## config.mk

```make
export PLATFORM = sky130hd
export DESIGN_NAME = dac_seg_encoder
export DESIGN_NICKNAME = d
export VERILOG_FILES = /design/src/rtl/dac_seg_encoder.sv
export SDC_FILE = /design/constraint.sdc
export NUM_CORES = 1
export LEC_CHECK = 0
export CORE_ASPECT_RATIO = 0.8
export CORE_MARGIN = 2
export CORE_UTILIZATION = 46
export CTS_CLUSTER_SIZE = 25
export DETAILED_ROUTE_END_ITERATION = 10
export PLACE_DENSITY = 0.76
export SETUP_SLACK_MARGIN = 0.2
export SYNTH_ARGS = -nofsm -noshare
export SYNTH_HDL_FRONTEND = slang
export SYNTH_SLANG_ARGS = --single-unit
export TNS_END_PERCENT = 50
```

## constraint.sdc

```tcl
create_clock -name clk -period 2.5 [get_ports clk]
set_input_delay 0.5 -clock clk [delete_from_list [all_inputs] [get_ports clk]]
set_output_delay 0.5 -clock clk [all_outputs]
set_load 0.05 [all_outputs]
```

## src/rtl/dac_seg_encoder.sv

```systemverilog
// ============================================================================
// Module   : dac_seg_encoder
// Function : Front end for driver_cell. Splits a linear DAC code into binary
//            LSB controls and thermometer MSB controls, each with an exact
//            complement. Sequences driver_cell power-up and power-down through
//            pdb and forces zero code while the cell settles.
// Options  : define THERM_DEM_EN for rotational dynamic element matching on
//            the thermometer elements (default: fixed unary fill from bit 0).
// Revision : 1.0 - initial release
// ============================================================================
`default_nettype none

module dac_seg_encoder #(
  parameter int BIN_W    = 8,
  parameter int THERM_W  = 17,
  parameter int MSB_W    = 5,
  parameter int WAKE_CYC = 4,
  parameter int SHUT_CYC = 2
) (
  input  logic                     clk,
  input  logic                     rst,
  input  logic                     en,
  input  logic [BIN_W+MSB_W-1:0]   code,
  input  logic                     code_valid,
  output logic                     code_ready,
  output logic                     pdb,
  output logic [BIN_W-1:0]         datain,
  output logic [BIN_W-1:0]         datainb,
  output logic [THERM_W-1:0]       datatherm,
  output logic [THERM_W-1:0]       datathermb,
  output logic                     dac_on,
  output logic                     sat,
  input  logic                     sat_clr
);

  // Counter is shared by the wake-up and shut-down waits.
  localparam int c_CNT_MAX = (WAKE_CYC > SHUT_CYC) ? WAKE_CYC : SHUT_CYC;
  localparam int c_CNT_W   = $clog2(c_CNT_MAX + 1);
  localparam logic [c_CNT_W-1:0] c_WAKE_LD = c_CNT_W'(WAKE_CYC - 1);
  localparam logic [c_CNT_W-1:0] c_SHUT_LD = c_CNT_W'(SHUT_CYC - 1);
  localparam logic [c_CNT_W-1:0] c_CNT_ONE = c_CNT_W'(1);
  localparam logic [MSB_W-1:0]   c_THERM_M = MSB_W'(THERM_W);

  typedef enum logic [1:0] {
    ST_OFF  = 2'd0,
    ST_WAKE = 2'd1,
    ST_RUN  = 2'd2,
    ST_SHUT = 2'd3
  } state_t;

  state_t               r_state;
  logic [c_CNT_W-1:0]   r_cnt;

  logic [MSB_W-1:0]     w_m;
  logic [BIN_W-1:0]     w_b;
  logic                 w_accept;
  logic                 w_sat;
  logic [THERM_W-1:0]   w_therm_enc;
  logic [BIN_W-1:0]     w_din_nxt;
  logic [THERM_W-1:0]   w_therm_nxt;

  assign w_m        = code[BIN_W+MSB_W-1:BIN_W];
  assign w_b        = code[BIN_W-1:0];
  assign code_ready = (r_state == ST_RUN) && en;
  assign w_accept   = code_valid && code_ready;
  // An MSB count beyond the element count cannot be represented: clamp.
  assign w_sat      = (w_m > c_THERM_M);

`ifdef THERM_DEM_EN
  localparam int c_PTR_W = (THERM_W > 1) ? $clog2(THERM_W) : 1;
  localparam logic [c_PTR_W:0] c_THERM_P = (c_PTR_W+1)'(THERM_W);

  logic [c_PTR_W-1:0]   r_ptr;
  logic [c_PTR_W:0]     w_ptr_sum;
  logic [c_PTR_W-1:0]   w_ptr_nxt;

  // Rotated unary fill: element j is on when its distance from the pointer
  // (modulo THERM_W) is below the MSB count.
  always_comb begin
    w_therm_enc = '0;
    for (int j = 0; j < THERM_W; j++) begin
      if (j >= int'(r_ptr))
        w_therm_enc[j] = ((j - int'(r_ptr)) < int'(w_m));
      else
        w_therm_enc[j] = ((j + THERM_W - int'(r_ptr)) < int'(w_m));
    end
  end

  // Pointer advance by m, wrapped once; m never exceeds THERM_W here.
  assign w_ptr_sum = {1'b0, r_ptr} + (c_PTR_W+1)'(w_m);
  assign w_ptr_nxt = (w_ptr_sum >= c_THERM_P) ? c_PTR_W'(w_ptr_sum - c_THERM_P)
                                              : c_PTR_W'(w_ptr_sum);

  // Pointer moves only on accepted, non-saturating codes.
  always_ff @(posedge clk) begin
    if (rst)
      r_ptr <= '0;
    else if (w_accept && !w_sat)
      r_ptr <= w_ptr_nxt;
  end
`else
  // Fixed unary fill from element 0.
  always_comb begin
    w_therm_enc = '0;
    for (int i = 0; i < THERM_W; i++)
      w_therm_enc[i] = (MSB_W'(i) < w_m);
  end
`endif

  assign w_din_nxt   = w_sat ? '1 : w_b;
  assign w_therm_nxt = w_sat ? '1 : w_therm_enc;

  // Power sequencing FSM with registered pdb, dac_on and data outputs.
  always_ff @(posedge clk) begin
    if (rst) begin
      r_state    <= ST_OFF;
      r_cnt      <= '0;
      pdb        <= 1'b0;
      dac_on     <= 1'b0;
      datain     <= '0;
      datainb    <= '1;
      datatherm  <= '0;
      datathermb <= '1;
    end else begin
      case (r_state)
        ST_OFF: begin
          pdb        <= 1'b0;
          dac_on     <= 1'b0;
          datain     <= '0;
          datainb    <= '1;
          datatherm  <= '0;
          datathermb <= '1;
          if (en) begin
            r_state <= ST_WAKE;
            pdb     <= 1'b1;
            r_cnt   <= c_WAKE_LD;
          end
        end
        ST_WAKE: begin
          datain     <= '0;
          datainb    <= '1;
          datatherm  <= '0;
          datathermb <= '1;
          if (!en) begin
            r_state <= ST_SHUT;
            r_cnt   <= c_SHUT_LD;
          end else if (r_cnt == '0) begin
            r_state <= ST_RUN;
            dac_on  <= 1'b1;
          end else begin
            r_cnt <= r_cnt - c_CNT_ONE;
          end
        end
        ST_RUN: begin
          if (!en) begin
            // Zero code lands on the same edge as the exit from RUN.
            r_state    <= ST_SHUT;
            r_cnt      <= c_SHUT_LD;
            dac_on     <= 1'b0;
            datain     <= '0;
            datainb    <= '1;
            datatherm  <= '0;
            datathermb <= '1;
          end else if (w_accept) begin
            datain     <= w_din_nxt;
            datainb    <= ~w_din_nxt;
            datatherm  <= w_therm_nxt;
            datathermb <= ~w_therm_nxt;
          end
        end
        ST_SHUT: begin
          datain     <= '0;
          datainb    <= '1;
          datatherm  <= '0;
          datathermb <= '1;
          if (r_cnt == '0) begin
            r_state <= ST_OFF;
            pdb     <= 1'b0;
          end else begin
            r_cnt <= r_cnt - c_CNT_ONE;
          end
        end
        default: begin
          r_state    <= ST_OFF;
          pdb        <= 1'b0;
          dac_on     <= 1'b0;
          datain     <= '0;
          datainb    <= '1;
          datatherm  <= '0;
          datathermb <= '1;
        end
      endcase
    end
  end

  // Sticky saturation flag; a saturating transfer beats a same-cycle clear.
  always_ff @(posedge clk) begin
    if (rst)
      sat <= 1'b0;
    else if (w_accept && w_sat)
      sat <= 1'b1;
    else if (sat_clr)
      sat <= 1'b0;
  end

endmodule

`default_nettype wire
```

-- After elaboration in Yosys (flattened, before gate mapping)
Index checks and enable logic that the tools add are counted.
- $add $sub $neg: 1
- order comparisons: 18
- equal/unequal tests: 10
- mux-type cells: 34
- bitwise gates (word level): 2
- reductions and logical operators: 13
- operator list (operator ; count):
    2-to-1 mux 17 bit ; 5
    one-hot mux 17 bit (2 select lines) ; 2
    < comparator 4 x 5 -> 1 bit (first input constant) ; 8
    2-to-1 mux 8 bit ; 5
    one-hot mux 8 bit (2 select lines) ; 2
    < comparator 3 x 5 -> 1 bit (first input constant) ; 4
    inverter 17 bit ; 1
    2-to-1 mux 3 bit ; 4
    one-hot mux 3 bit (4 select lines) ; 1
    < comparator 1 x 5 -> 1 bit (first input constant) ; 2
    < comparator 2 x 5 -> 1 bit (first input constant) ; 2
    2-to-1 mux 2 bit ; 5
    inequality test 2 bit (second input constant) ; 5
    inverter 8 bit ; 1
    one-hot mux 2 bit (4 select lines) ; 1
    AND reduction 4 bit ; 2
    2-to-1 mux 1 bit ; 7
    inequality test 3 bit (second input constant) ; 2
    greater-than comparator 5 bit (second input constant) ; 1
    < comparator 5 bit (first input constant) ; 1
    equality test 2 bit (second input constant) ; 2
    AND reduction 2 bit ; 2
    nonzero test 2 bit ; 2
    logical AND 1 bit ; 3
    8 further kinds ; 8
- register bits after elaboration: 58
- input port bits: 18
- output and inout port bits: 54

-- Longest topological paths before layout
- word-level depth: 6
- gate-level depth with buffers: 7

-- Worst setup path after synthesis
Ideal clock, no wire load.
- path kind: register to register
- start: register r_state[0]
- end: register datainb[0]
- library setup time: 0.122 ns
- arrival: 1.766 ns
- required time: 2.378 ns
- slack: 0.612 ns
- cell stages (with the launch flop): 8
- cells stage by stage: dfxtp_1 -> inv_1 -> ha_1 -> buf_2 -> nand2_1 -> inv_1 -> o21ai_0 -> a221o_1
- longest elaborated chain between the ends: 4
- elaborated cells on any way between the ends: 9
- those cells by class: eq/ne (4); mux (1); reduce/logical (4)
- ends and longest elaborated chain (item ; RTL line ; source):
    start, declared ; 51 ; state_t r_state;
    start signal, assigned ; 116 ; r_state <= ST_OFF;
    start signal, assigned ; 134 ; r_state <= ST_WAKE;
    start signal, assigned ; 145 ; r_state <= ST_SHUT;
    equality test 2 bit ; 64 ; assign code_ready = (r_state == ST_RUN) && en;
    logical AND 1 bit ; 64 ;
    net code_ready ; 25 ; output logic code_ready,
    logical AND 1 bit ; 65 ; assign w_accept = code_valid && code_ready;
    inequality test 3 bit (no line) ; - ;
    end signal, assigned ; 166 ; datainb <= ~w_din_nxt;
    end, declared ; 28 ; output logic [BIN_W-1:0] datainb,
The timed path passes the listed nets, and every way through them passes these cells.
A chain may end at the register's enable or synchronous reset.

-- Final worst setup path
- start: input en
- end: output code_ready
- longest elaborated chain between the ends: 1
- ends and longest elaborated chain (item ; RTL line ; source):
    start, declared ; 22 ; input logic en,
    logical AND 1 bit ; 64 ;
    end, declared ; 25 ;
Every way passes these cells.

==> impl_results.html <==
<table>
<tr><th>Metric</th><th>Value</th></tr>
<tr><th colspan="2">Power</th></tr>
<tr><td>Part of the total power dissipated in sequential elements</td><td>35.7%</td></tr>
<tr><td>Power share of the combinational group</td><td>35.4%</td></tr>
<tr><td>Internal power summed over all cells</td><td>1940 uW</td></tr>
<tr><td>Power share of the clock group</td><td>28.9%</td></tr>
<tr><td>Total power of the final layout</td><td>3050 uW</td></tr>
<tr><td>Switching power share of the total</td><td>36.4%</td></tr>
<tr><td>Power per unit of standard cell area</td><td>902 nW/um2</td></tr>
<tr><td>Total net switching power</td><td>1110 uW</td></tr>
<tr><td>IR Drop Worst-Case VDD</td><td>0.682 mV</td></tr>
<tr><td>Leakage power summed over all cells</td><td>0.00132 uW</td></tr>
<tr><th colspan="2">Drt</th></tr>
<tr><td>Via count of the routed design</td><td>2170</td></tr>
<tr><td>DRC errors left</td><td>0</td></tr>
<tr><td>Number of nets with antenna violations after detailed routing</td><td>0</td></tr>
<tr><td>Detailed-route vias per instance</td><td>5.54</td></tr>
<tr><td>Total iterations of the first detailed-routing run</td><td>4</td></tr>
<tr><td>Number of DRC violations after detailed-routing iteration 0</td><td>136</td></tr>
<tr><td>Top metal layer carrying routed signals</td><td>met4</td></tr>
<tr><td>Total length of routed met2 wires</td><td>2770 um</td></tr>
<tr><td>Final routed wire length divided by cell count</td><td>15.7 um</td></tr>
<tr><td>DRT met1 WL</td><td>2850 um</td></tr>
<tr><td>Post-detailed-routing wire length</td><td>6160 um</td></tr>
<tr><td>Met3 wire len</td><td>495 um</td></tr>
<tr><th colspan="2">Synth</th></tr>
<tr><td>Number of enable-type register cells in the synthesized netlist</td><td>0</td></tr>
<tr><td>Async set-or-reset flop fraction in the synthesized netlist</td><td>0%</td></tr>
<tr><td>Share of the yosys chip area belonging to registers</td><td>49.1%</td></tr>
<tr><td>Dominant register cell in the synthesized netlist</td><td>sky130_fd_sc_hd__dfxtp_1</td></tr>
<tr><td>Syn avg cell area</td><td>9.46 um2</td></tr>
<tr><td>Ranking of synthesized cells by area</td><td>sky130_fd_sc_hd__dfxtp_1, sky130_fd_sc_hd__a221o_1, sky130_fd_sc_hd__a211oi_1</td></tr>
<tr><td>Count of mapped cells out of synthesis</td><td>250</td></tr>
<tr><td>Mapped Area</td><td>2370 um2</td></tr>
<tr><td>Net count of the mapped netlist</td><td>275</td></tr>
<tr><td>Count of cell types in the netlist</td><td>45</td></tr>
<tr><td>Warning count from the yosys run</td><td>0</td></tr>
<tr><td>Yosys top cell by area</td><td>sky130_fd_sc_hd__dfxtp_1</td></tr>
<tr><td>Flip-flop and latch count after synthesis</td><td>58</td></tr>
<tr><td>Share of the synthesized area in the top cell type</td><td>49.1%</td></tr>
<tr><th colspan="2">STA</th></tr>
<tr><td>Worst slew margin relative to its limit</td><td>65.9%</td></tr>
<tr><td>Post-layout min period</td><td>2.21 ns</td></tr>
<tr><td>RSZ-0062 raised after global routing</td><td>false</td></tr>
<tr><td>Final setup violation count</td><td>0</td></tr>
<tr><td>Actual slew at the worst max-slew pin</td><td>0.510 ns</td></tr>
<tr><td>Worst clock skew</td><td>0.00494 ns</td></tr>
<tr><td>Final period utilization</td><td>88.3%</td></tr>
<tr><td>Number of endpoints with negative hold slack in the final report</td><td>0</td></tr>
<tr><td>Max-slew violation count</td><td>0</td></tr>
<tr><td>Summed negative setup slack over all endpoints</td><td>0 ns</td></tr>
<tr><td>Worst-case hold slack</td><td>0.440 ns</td></tr>
<tr><td>Maximum clock rate</td><td>0.453 GHz</td></tr>
<tr><th colspan="2">Floorplanning</th></tr>
<tr><td>Die Footprint</td><td>5740 um2</td></tr>
<tr><td>IO Pins</td><td>72</td></tr>
<tr><td>DIE HEIGHT</td><td>68.1 um</td></tr>
<tr><td>Core footprint</td><td>4980 um2</td></tr>
<tr><td>Chip width</td><td>84.2 um</td></tr>
<tr><td>Num rows</td><td>23</td></tr>
<tr><td>Initial core utilization</td><td>47.5%</td></tr>
<tr><th colspan="2">Job</th></tr>
<tr><td># Max-Cap Violations</td><td>0</td></tr>
<tr><th colspan="2">Final layout</th></tr>
<tr><td>Signed area change from the synthesized netlist to the final layout</td><td>43.0%</td></tr>
<tr><td>Area of all placed cells without fillers</td><td>3380 um2</td></tr>
<tr><td>Nets@finish</td><td>350</td></tr>
<tr><td>Fraction of final layout cells with drive strength greater than 1</td><td>11.2%</td></tr>
<tr><td>N_diodes</td><td>0</td></tr>
<tr><th colspan="2">Setup path</th></tr>
<tr><td>Crit path arrival time</td><td>1.71 ns</td></tr>
<tr><td>Maximum fanout encountered on the critical timing path</td><td>10</td></tr>
<tr><td>Setup crit end kind</td><td>primary output</td></tr>
<tr><td>Startpoint class of the critical path</td><td>input port</td></tr>
<tr><td>Worst setup path class</td><td>in -&gt; out</td></tr>
<tr><td>Required time of the critical path</td><td>2.00 ns</td></tr>
<tr><td>Minimum setup slack among reg-to-reg paths</td><td>0.57 ns</td></tr>
<tr><th colspan="2">Place</th></tr>
<tr><td>Final Wtd Congestion</td><td>0.902</td></tr>
<tr><td>Port bufs</td><td>71</td></tr>
<tr><td>Total placed instance area</td><td>3180 um2</td></tr>
<tr><td>Hpwl dp</td><td>4250 um</td></tr>
<tr><th colspan="2">Clock network</th></tr>
<tr><td>Number of buffers on the longest clock path</td><td>2</td></tr>
<tr><td>CTS tree</td><td>built</td></tr>
<tr><td>Source-to-sink clock delay at the later pin of the worst-skew pair</td><td>0.33 ns</td></tr>
<tr><td>Number of H-tree levels</td><td>3</td></tr>
<tr><td>Register clock-pin slew on the reported worst setup and hold paths</td><td>0.06 ns</td></tr>
<tr><td>Root buffer selected by CTS</td><td>sky130_fd_sc_hd__clkbuf_8</td></tr>
<tr><td>CTS sink cnt</td><td>58</td></tr>
<tr><td>Number of buffers created by CTS</td><td>9</td></tr>
<tr><th colspan="2">GRT</th></tr>
<tr><td>Number of antenna violations at the first check in global routing</td><td>0</td></tr>
<tr><td>Global-route wire length before repair</td><td>10100 um</td></tr>
<tr><td>Pin count of the biggest net entering global routing</td><td>36</td></tr>
<tr><td>Total gr overflow</td><td>0</td></tr>
<tr><td>Total Routing Usage GR</td><td>22.7%</td></tr>
<tr><td>Via count of the first global-routing pass</td><td>2053</td></tr>
<tr><th colspan="2">Status</th></tr>
<tr><td>Outcome</td><td>completed</td></tr>
<tr><th colspan="2">Worst hold path</th></tr>
<tr><td>Worst min-delay path class</td><td>reg -&gt; reg</td></tr>
</table>
==> cells in the mapped netlist (2+ instances only) <==
cell                       count
sky130_fd_sc_hd__nand2_1      11
sky130_fd_sc_hd__mux2i_1       2
sky130_fd_sc_hd__a21oi_1      10
sky130_fd_sc_hd__a311oi_1      3
sky130_fd_sc_hd__nor2b_1       2
sky130_fd_sc_hd__nand3_1       2
sky130_fd_sc_hd__or3_1         2
sky130_fd_sc_hd__a221o_1      14
sky130_fd_sc_hd__a221oi_1      2
sky130_fd_sc_hd__nor3_1        5
sky130_fd_sc_hd__o21a_1        2
sky130_fd_sc_hd__buf_2         5
sky130_fd_sc_hd__a211oi_1     15
sky130_fd_sc_hd__nand3b_1      3
sky130_fd_sc_hd__nor2_1       26
sky130_fd_sc_hd__nand2b_1     11
sky130_fd_sc_hd__o211ai_1      2
sky130_fd_sc_hd__o22ai_1       3
sky130_fd_sc_hd__a21o_1        5
sky130_fd_sc_hd__dfxtp_1      58
sky130_fd_sc_hd__inv_1        13
sky130_fd_sc_hd__clkbuf_1     13
sky130_fd_sc_hd__ha_1          7
sky130_fd_sc_hd__o21ai_0      13
==> power groups by stage <==
stage	Clock, uW	Sequential, uW	Combinational (uW)
floorplan	0	1350	487
global placement	0	1110	1030
detailed placement	0	1110	1060
CTS	896	1090	1070
global route	957	1100	1160
finish	883	1090	1080
==> repair_timing <==
item,CTS,global route
hold buffers,0,0
setup endpoints to repair,1,1
gates resized for setup,1,1
setup buffers,0,0
==> registers in the layout, indices dropped and copies added (netlist names), 2 cells and up <==
name	count
datatherm	17
datathermb	17
datain	8
datainb	8
r_cnt	3
r_state	2
==> kinds of logic after synthesis <==
family / Yosys count / synth area share [%]
AO/OA/AOI/OAI: 82 / 26.0
buffers and inverters: 32 / 5.34
AND/OR/NAND/NOR: 68 / 14.4
flip-flops: 58 / 49.1
multiplexers: 3 / 1.48
adder cells (fa/ha/maj): 7 / 3.70
==> area by class of cell <==
| type | instances | area [um2] |
|---|---|---|
| Clock buffer | 12 | 155 |
| Timing Repair Buffer | 83 | 811 |
| Sequential cell | 58 | 1160 |
| Clock inverter | 4 | 50.0 |
| Fill cell | 397 | 1590 |
| Multi-Input combinational cell | 160 | 1080 |
| Inverter | 13 | 48.8 |
| Tap cell | 62 | 77.6 |
==> layer usage <==
metal,track usage [%],vias to the layer above
met2,35.9,83
met3,8.56,9
met1,29.3,1014
met5,0,-
met4,6.65,0
li1,-,1064
==> path summary, 6_finish.rpt <==
check	to	cells after the start	from
min	datathermb[16]$_SDFFE_PP1P_	2	datathermb[16]$_SDFFE_PP1P_
min reg2reg	datathermb[16]$_SDFFE_PP1P_	2	datathermb[16]$_SDFFE_PP1P_
max	code_ready	5	en
max reg2reg	r_cnt[2]$_SDFFE_PP0P_	5	r_state[0]$_SDFFE_PP0P_
==> placed cells by master, fill, tap and decap left out, types with 2 or more instances in the layout <==
master	count
sky130_fd_sc_hd__a21oi_1	10
sky130_fd_sc_hd__nand3_1	2
sky130_fd_sc_hd__nand3b_1	3
sky130_fd_sc_hd__inv_1	12
sky130_fd_sc_hd__dfxtp_1	58
sky130_fd_sc_hd__a221o_1	14
sky130_fd_sc_hd__a21o_1	5
sky130_fd_sc_hd__buf_4	12
sky130_fd_sc_hd__a211oi_1	15
sky130_fd_sc_hd__or3_1	2
sky130_fd_sc_hd__a221oi_1	2
sky130_fd_sc_hd__clkinvlp_4	2
sky130_fd_sc_hd__ha_1	6
sky130_fd_sc_hd__clkdlybuf4s50_1	70
sky130_fd_sc_hd__o21a_1	2
sky130_fd_sc_hd__nor2_1	26
sky130_fd_sc_hd__nand2b_1	11
sky130_fd_sc_hd__o22ai_1	3
sky130_fd_sc_hd__nand2_1	11
sky130_fd_sc_hd__o21ai_0	13
sky130_fd_sc_hd__nor2b_1	2
sky130_fd_sc_hd__a311oi_1	3
sky130_fd_sc_hd__clkbuf_8	11
sky130_fd_sc_hd__o211ai_1	2
sky130_fd_sc_hd__mux2i_1	2
sky130_fd_sc_hd__nor3_1	5
==> worst max-delay path, cell delays in order <==
cell,delay [ns]
sky130_fd_sc_hd__clkdlybuf4s50_1,0.55
sky130_fd_sc_hd__buf_4,0.19
sky130_fd_sc_hd__nand2_1,0.12
sky130_fd_sc_hd__inv_2,0.18
sky130_fd_sc_hd__buf_12,0.16
==> metrics by stage <==
step | utilization [%] | setup slack [ns] | cells
after floorplan | - | 0.612 | 250
after global placement | 63.8 | 0.225 | 376
after detailed placement | 63.8 | 0.207 | 376
after CTS | 68.0 | 0.216 | 392
after global routing | 68.0 | 0.223 | 392
final | 68.0 | 0.292 | 392
Note: power is estimated with default switching activity, not from simulation.
